<file path="config.mk">
export PLATFORM = sky130hd
export DESIGN_NAME = uart_mem_txbuf
export DESIGN_NICKNAME = d
export VERILOG_FILES = /design/src/rtl/uart_txbuf_pkg.sv /design/src/rtl/uart_txbuf_fifo.sv /design/src/rtl/uart_mem_txbuf.sv
export SDC_FILE = /design/constraint.sdc
export NUM_CORES = 1
export LEC_CHECK = 0
export CAP_MARGIN = 20
export CORE_MARGIN = 2
export CORE_UTILIZATION = 35
export DETAILED_ROUTE_END_ITERATION = 6
export GPL_ROUTABILITY_DRIVEN = 0
export MAX_ROUTING_LAYER = met4
export SETUP_SLACK_MARGIN = 0.4
export SYNTH_ARGS = -nofsm -noshare
export SYNTH_HDL_FRONTEND = slang
export SYNTH_SLANG_ARGS = --single-unit
</file>
<file path="constraint.sdc">
create_clock -name clk -period 3.43 [get_ports clk]
set_clock_uncertainty 0.1 [all_clocks]
set_input_delay 0.686 -clock clk [delete_from_list [all_inputs] [get_ports clk]]
set_output_delay 0.686 -clock clk [all_outputs]
set_load 0.01 [all_outputs]
</file>
<file path="src/rtl/uart_txbuf_pkg.sv">
// Shared definitions for the UART write-buffering bridge.
//   - CPU-side address decode values (s_mem_addr[3:2])
//   - UART slave register offsets
//   - Arbitration FSM state encoding
package uart_txbuf_pkg;

  localparam logic [1:0] ADDR_DIV    = 2'b00;
  localparam logic [1:0] ADDR_DATA   = 2'b01;
  localparam logic [1:0] ADDR_STATUS = 2'b10;
  localparam logic [1:0] ADDR_RSVD   = 2'b11;

  localparam logic [31:0] UART_OFF_DIV  = 32'h0;
  localparam logic [31:0] UART_OFF_DATA = 32'h4;

  typedef enum logic [1:0] {
    IDLE  = 2'd0,
    PASS  = 2'd1,
    DRAIN = 2'd2
  } state_e;

endpackage

</file>
<file path="src/rtl/uart_txbuf_fifo.sv">
// Synchronous byte FIFO holding buffered UART TX data.
// Ports:
//   clk, rstn   clock and synchronous active-low reset
//   push, din   write request and byte; dropped when full unless popping
//   pop         read request; ignored when empty
//   dout        head byte (valid while !empty)
//   full, empty occupancy flags
//   level       occupancy count, 0..DEPTH inclusive
module uart_txbuf_fifo #(
  parameter int DEPTH = 16,
  parameter int LVL_W = $clog2(DEPTH) + 1
) (
  input  logic             clk,
  input  logic             rstn,
  input  logic             push,
  input  logic [7:0]       din,
  input  logic             pop,
  output logic [7:0]       dout,
  output logic             full,
  output logic             empty,
  output logic [LVL_W-1:0] level
);

  localparam int PTR_W = $clog2(DEPTH);

  logic [7:0]       mem [DEPTH];
  logic [PTR_W-1:0] rd_ptr;
  logic [PTR_W-1:0] wr_ptr;
  logic             do_push;
  logic             do_pop;

  assign full  = (level == LVL_W'(DEPTH));
  assign empty = (level == '0);
  assign dout  = mem[rd_ptr];

  // A pop in the same cycle frees the slot, so a full FIFO can still accept.
  assign do_pop  = pop && !empty;
  assign do_push = push && (!full || do_pop);

  // NOTE: state registers use non-blocking (<=) so every flop samples the
  // pre-edge values regardless of statement order.
  // Pointers wrap naturally modulo DEPTH because DEPTH is a power of two.
  always_ff @(posedge clk) begin
    if (!rstn) begin
      rd_ptr <= '0;
      wr_ptr <= '0;
      level  <= '0;
    end else begin
      if (do_push) wr_ptr <= wr_ptr + PTR_W'(1);
      if (do_pop)  rd_ptr <= rd_ptr + PTR_W'(1);
      case ({do_push, do_pop})
        2'b10:   level <= level + LVL_W'(1);
        2'b01:   level <= level - LVL_W'(1);
        default: level <= level;
      endcase
    end
  end

  // NOTE: the storage array is deliberately not reset; contents are only
  // observable through the pointers, which are reset.
  always_ff @(posedge clk) begin
    if (do_push) mem[wr_ptr] <= din;
  end

endmodule

</file>
<file path="src/rtl/uart_mem_txbuf.sv">
// Write-buffering bridge between the CPU memory bus and the UART slave.
// DATA writes are queued in a local FIFO and complete at once; a drain engine
// replays them to the UART. DIV accesses and DATA reads are forwarded (PASS).
// Ports:
//   clk, rstn                 clock and synchronous active-low reset
//   s_mem_valid/ready         CPU request / one-cycle completion pulse
//   s_mem_addr/wdata/wstrb    CPU request payload ([3:2] decoded; wstrb=0 is read)
//   s_mem_rdata               CPU read data, valid with s_mem_ready
//   m_mem_valid/ready         UART slave request / completion
//   m_mem_addr/wdata/wstrb    UART request payload
//   m_mem_rdata               UART read data
module uart_mem_txbuf
  import uart_txbuf_pkg::*;
#(
  parameter int DEPTH = 16,
  parameter int LVL_W = $clog2(DEPTH) + 1
) (
  input  logic        clk,
  input  logic        rstn,
  input  logic        s_mem_valid,
  output logic        s_mem_ready,
  input  logic [31:0] s_mem_addr,
  input  logic [31:0] s_mem_wdata,
  input  logic [3:0]  s_mem_wstrb,
  output logic [31:0] s_mem_rdata,
  output logic        m_mem_valid,
  input  logic        m_mem_ready,
  output logic [31:0] m_mem_addr,
  output logic [31:0] m_mem_wdata,
  output logic [3:0]  m_mem_wstrb,
  input  logic [31:0] m_mem_rdata
);

  state_e           state;
  state_e           state_nxt;
  logic [1:0]       sel;
  logic             is_wr;
  logic             data_wr;
  logic             pass_req;
  logic             pass_ok;
  logic             push;
  logic             pop;
  logic             fifo_full;
  logic             fifo_empty;
  logic [LVL_W-1:0] fifo_level;
  logic [7:0]       fifo_head;
  logic [31:0]      status_word;

  assign sel     = s_mem_addr[3:2];
  assign is_wr   = |s_mem_wstrb;
  assign data_wr = s_mem_valid && (sel == ADDR_DATA) && is_wr;

  // DIV reads/writes and DATA reads go to the UART. A DIV write waits for an
  // empty FIFO so the baud rate never changes under queued bytes.
  assign pass_req = s_mem_valid &&
                    ((sel == ADDR_DIV) || ((sel == ADDR_DATA) && !is_wr));
  assign pass_ok  = pass_req && (!((sel == ADDR_DIV) && is_wr) || fifo_empty);

  assign pop  = (state == DRAIN) && m_mem_ready;
  assign push = data_wr && s_mem_wstrb[0] && (!fifo_full || pop);

  assign status_word = {{(30 - LVL_W){1'b0}}, fifo_level, fifo_full, fifo_empty};

  uart_txbuf_fifo #(
    .DEPTH (DEPTH),
    .LVL_W (LVL_W)
  ) u_fifo (
    .clk   (clk),
    .rstn  (rstn),
    .push  (push),
    .din   (s_mem_wdata[7:0]),
    .pop   (pop),
    .dout  (fifo_head),
    .full  (fifo_full),
    .empty (fifo_empty),
    .level (fifo_level)
  );

  always_ff @(posedge clk) begin
    if (!rstn) state <= IDLE;
    else       state <= state_nxt;
  end

  // NOTE: every output of this block gets a default first so no path leaves
  // a signal unassigned, which would infer a latch.
  always_comb begin
    state_nxt   = state;
    m_mem_valid = 1'b0;
    m_mem_addr  = '0;
    m_mem_wdata = '0;
    m_mem_wstrb = '0;
    s_mem_ready = 1'b0;
    s_mem_rdata = '0;

    case (state)
      IDLE: begin
        if (pass_ok)          state_nxt = PASS;
        else if (!fifo_empty) state_nxt = DRAIN;
      end
      PASS: begin
        m_mem_valid = s_mem_valid;
        m_mem_addr  = s_mem_addr;
        m_mem_wdata = s_mem_wdata;
        m_mem_wstrb = s_mem_wstrb;
        s_mem_ready = m_mem_ready;
        s_mem_rdata = m_mem_rdata;
        if (m_mem_ready) state_nxt = IDLE;
      end
      DRAIN: begin
        // Head is stable here: only a pop moves rd_ptr.
        m_mem_valid = 1'b1;
        m_mem_addr  = UART_OFF_DATA;
        m_mem_wdata = {24'b0, fifo_head};
        m_mem_wstrb = 4'b0001;
        if (m_mem_ready) state_nxt = IDLE;
      end
      default: state_nxt = IDLE;
    endcase

    // Locally completed requests. A forwarded request is always in flight
    // during PASS, so these never collide with the pass-through ready.
    if (state != PASS && s_mem_valid) begin
      if (push) begin
        s_mem_ready = 1'b1;
      end else if (data_wr && !s_mem_wstrb[0]) begin
        s_mem_ready = 1'b1;
      end else if (sel == ADDR_STATUS) begin
        s_mem_ready = 1'b1;
        if (!is_wr) s_mem_rdata = status_word;
      end else if (sel == ADDR_RSVD) begin
        s_mem_ready = 1'b1;
      end
    end
  end

endmodule

</file>
==> flow_metrics.py <==
metrics = {
    "setup_path": {
        "max_stage_delay_ps": 490,
        "r2r_cells": 8,
        "cp-end-kind": "output port",
        "crit_cells": 7,
        "r2r-start": "u_fifo.level[2]",
        "path_buf_inv": 4,
        "path_cells": "buf_6 > buf_6 > buf_4 > mux4_2 > mux2_4 > a221o_1 > buf_2",
        "start_kind": "flip-flop",
        "crit_path_frequent_cell": "buf_6",
        "path_delay_family": "multiplexers",
        "cp_data_required_time_ps": 2640,
        "path_class": "flip-flop to output port",
        "critPathArrivalTime_ps": 2350,
        "crit_fanout": 5,
        "crit_path_top_delay_cell": "mux4_2",
    },
    "global_route": {
        "antenna_found_initial": 2,
        "grt_pass1_wl_microns": 30600,
        "grt_max_degree": 56,
        "grt_pass1_vias": 5493,
        "grt-ovfl-total": 0,
        "grt_usage_pct": 20.5,
    },
    "power": {
        "vdd_drop_max_uv": 339,
        "combinationalPowerShare_pct": 13.2,
        "powerDensity_nw_per_um2": 411,
        "p_clk_share_pct": 41.9,
        "seq_power_share_pct": 44.9,
        "swShare_pct": 24.0,
        "p_leak_nw": 3.77,
        "p_int_mw": 3.31,
        "switching_power_mw": 1.05,
    },
    "synth": {
        "synth_top_cell_by_area": "edfxtp_1",
        "yosysSeqAreaShare_pct": 60.9,
        "synthCells": 504,
        "yosysTopAreaCellShare_pct": 55.4,
        "synth_cell_types": 58,
        "ys_ff_latch": 147,
        "syn_nets": 620,
        "syn_area_per_cell_sq_um": 13.8,
        "synth_flop_cell": "edfxtp_1",
        "netlist_top_cells_area": "edfxtp_1 (55%), and2_1 (7.6%), mux2_2 (5.5%)",
        "synthesis.area_sq_um": 6940,
        "async_flop_share_pct": 0,
        "synth_edf_count": 128,
        "yosys_warnings": 0,
    },
    "clock_network": {
        "clk_latency_ps": 420,
        "clockBufferDepth": 2,
        "clk_pin_slew_worst_paths_ps": 60,
        "cts_tree": "yes",
        "h-tree-depth": 4,
        "cts_buffers": 17,
        "clkSinkCount": 147,
        "clockRootBuffer": "clkbuf_16",
    },
    "route": {
        "drc": 0,
        "viasPerCell": 4.98,
        "drt-initial-drc-count": 374,
        "drt-met1-wl_microns": 8050,
        "drt-total-wl_microns": 20500,
        "dr_wl_met3_microns": 963,
        "wl_per_cell_microns": 19.5,
        "vias": 5223,
        "detail-route-antenna-nets": 0,
        "wl_met2_microns": 11200,
        "dr.max_layer_used": "met4",
        "drtPass1Iterations": 4,
    },
    "cells_and_area": {
        "drive_gt1_share_pct": 26.6,
        "multi_input_area_sq_um": 2720,
        "final_cell_area_sq_um": 10600,
        "final_core_util_pct": 54.5,
        "regArea_sq_um": 4230,
        "nets": 885,
        "layout_common_cells": "clkdlybuf4s50_1 (182), edfxtp_1 (128), and2_1 (83)",
        "synthToLayoutAreaGrowth_pct": 52.8,
        "final_common_cell": "clkdlybuf4s50_1",
        "n_fill_cell": 1615,
    },
    "worst_hold_path": {
        "hold_path.class": "flip-flop to flip-flop",
        "whs_path_depth": 2,
        "min-delay-start": "state[0]",
    },
    "floorplan": {
        "die_w_microns": 145,
        "dieArea_sq_um": 21000,
        "ios": 206,
        "fp.dieH_microns": 145,
        "start_util_pct": 35.7,
        "core-area_sq_um": 19500,
        "rows": 51,
    },
    "placed_design": {
        "dpl_cell_area_sq_um": 9530,
        "io_buffer_count": 205,
        "dpl.hpwl_microns": 14700,
    },
    "timing": {
        "fin_crit_sh_pct": 91.4,
        "drv_slew": 0,
        "rsz0062_at_grt": "true",
        "clock.fmax_mhz": 319,
        "slew_headroom_pct": 68.4,
        "finalSetupViolations": 0,
        "finalHoldViolations": 0,
        "hold_slack_ps": 387,
        "fin_crit_ps": 3140,
        "worst_slew_pin_slew_ps": 474,
    },
    "outcome": {
        "status": "complete, no violations",
    },
    "flow_run": {
        "drv_cap": 0,
    },
}
==> worst paths after layout <==
check / end / slack, ps
worst min-delay path: state[0] / 390
worst max register to register: u_fifo.level[4] / 560
worst max-delay path: m_mem_wdata[1] / 290
worst min register to register: state[0] / 390
==> synth_stat cells, types with 6 or more instances <==
cell type  number
a22o_1          6
buf_2           7
nor3_1          7
a21oi_1         9
ha_1           12
xor2_1          6
dfxtp_1        19
mux2i_1        10
o22ai_1        16
mux4_2         16
a221o_1         8
edfxtp_1      128
mux2_2         34
clkbuf_1       18
and2_1         84
nand2_1        14
nor2_1         41
nand3_1         7
inv_1          11
==> cell type report <==
class	instances	area share [%]
Antenna cell	2	0.0472
Clock buffer	17	4.01
Clock inverter	15	1.52
Inverter	11	0.389
Multi-Input combinational cell	316	25.6
Sequential cell	147	39.9
Tap cell	265	3.13
Timing Repair Buffer	276	25.4
==> metrics by stage <==
| stage | setup TNS (ps) | total power, mW | worst slack (ps) | instances |
|---|---|---|---|---|
| after floorplan | 0 | 2.22 | 479 | 504 |
| after global placement | -7.73 | 2.53 | -7.73 | 986 |
| after detailed placement | -43.3 | 2.54 | -42.1 | 986 |
| after CTS | 0 | 4.38 | 259 | 1037 |
| after global routing | 0 | 4.50 | 223 | 1049 |
| final | 0 | 4.36 | 295 | 1049 |
==> worst reg2reg max path: cells and delay by family (launching register included) <==
| family | cells | cell delay (ps) |
|---|---|---|
| DFF | 1 | 450 |
| AOI/OAI and AO/OA | 3 | 430 |
| and+or+nand+nor | 3 | 1460 |
| adders and majority gates | 1 | 300 |
| buffers and inverters | 1 | 90 |
==> layer usage <==
layer / up-vias / track usage [%]
li1: 2420 / -
met1: 2576 / 22.9
met2: 212 / 37.3
met3: 15 / 3.52
met4: 0 / 6.80
met5: - / -
==> sequential cells by signal, summed over array words and instances, names as in the netlist, named ones only <==
signal and count:
u_fifo.wr_ptr 4, u_fifo.mem 128, u_fifo.rd_ptr 4, u_fifo.level 5, state 2
==> repair_timing <==
action,4_1_cts,5_1_grt
buffers inserted,16,9
pin swaps,8,7
setup endpoints to repair,27,38
cloned,3,1
resized for setup,106,24
hold buffers,0,0
==> power groups by stage <==
stage	sequential (mW)	clock [mW]	combinational [mW]
3_3_place_gp	2.00	0	0.537
4_1_cts	1.96	1.85	0.570
3_5_place_dp	2.00	0	0.543
5_1_grt	1.96	1.92	0.617
6_report	1.96	1.83	0.574
2_1_floorplan	2.00	0	0.220
==> kinds of logic (layout without fill, tap and decap cells) <==
logic type      after synthesis  count (layout)  synth area share (%)
xor+xnor                      7               7                 0.884
simple gates                175             175                  14.0
mux                          61              61                  12.4
other cells                   0               2                     0
buf+inv                      41             319                  2.61
flops                       147             147                  60.9
fa+ha+maj                    12              12                  2.16
compound gates               61              61                  7.12
Note: power is estimated with default switching activity, not from simulation.
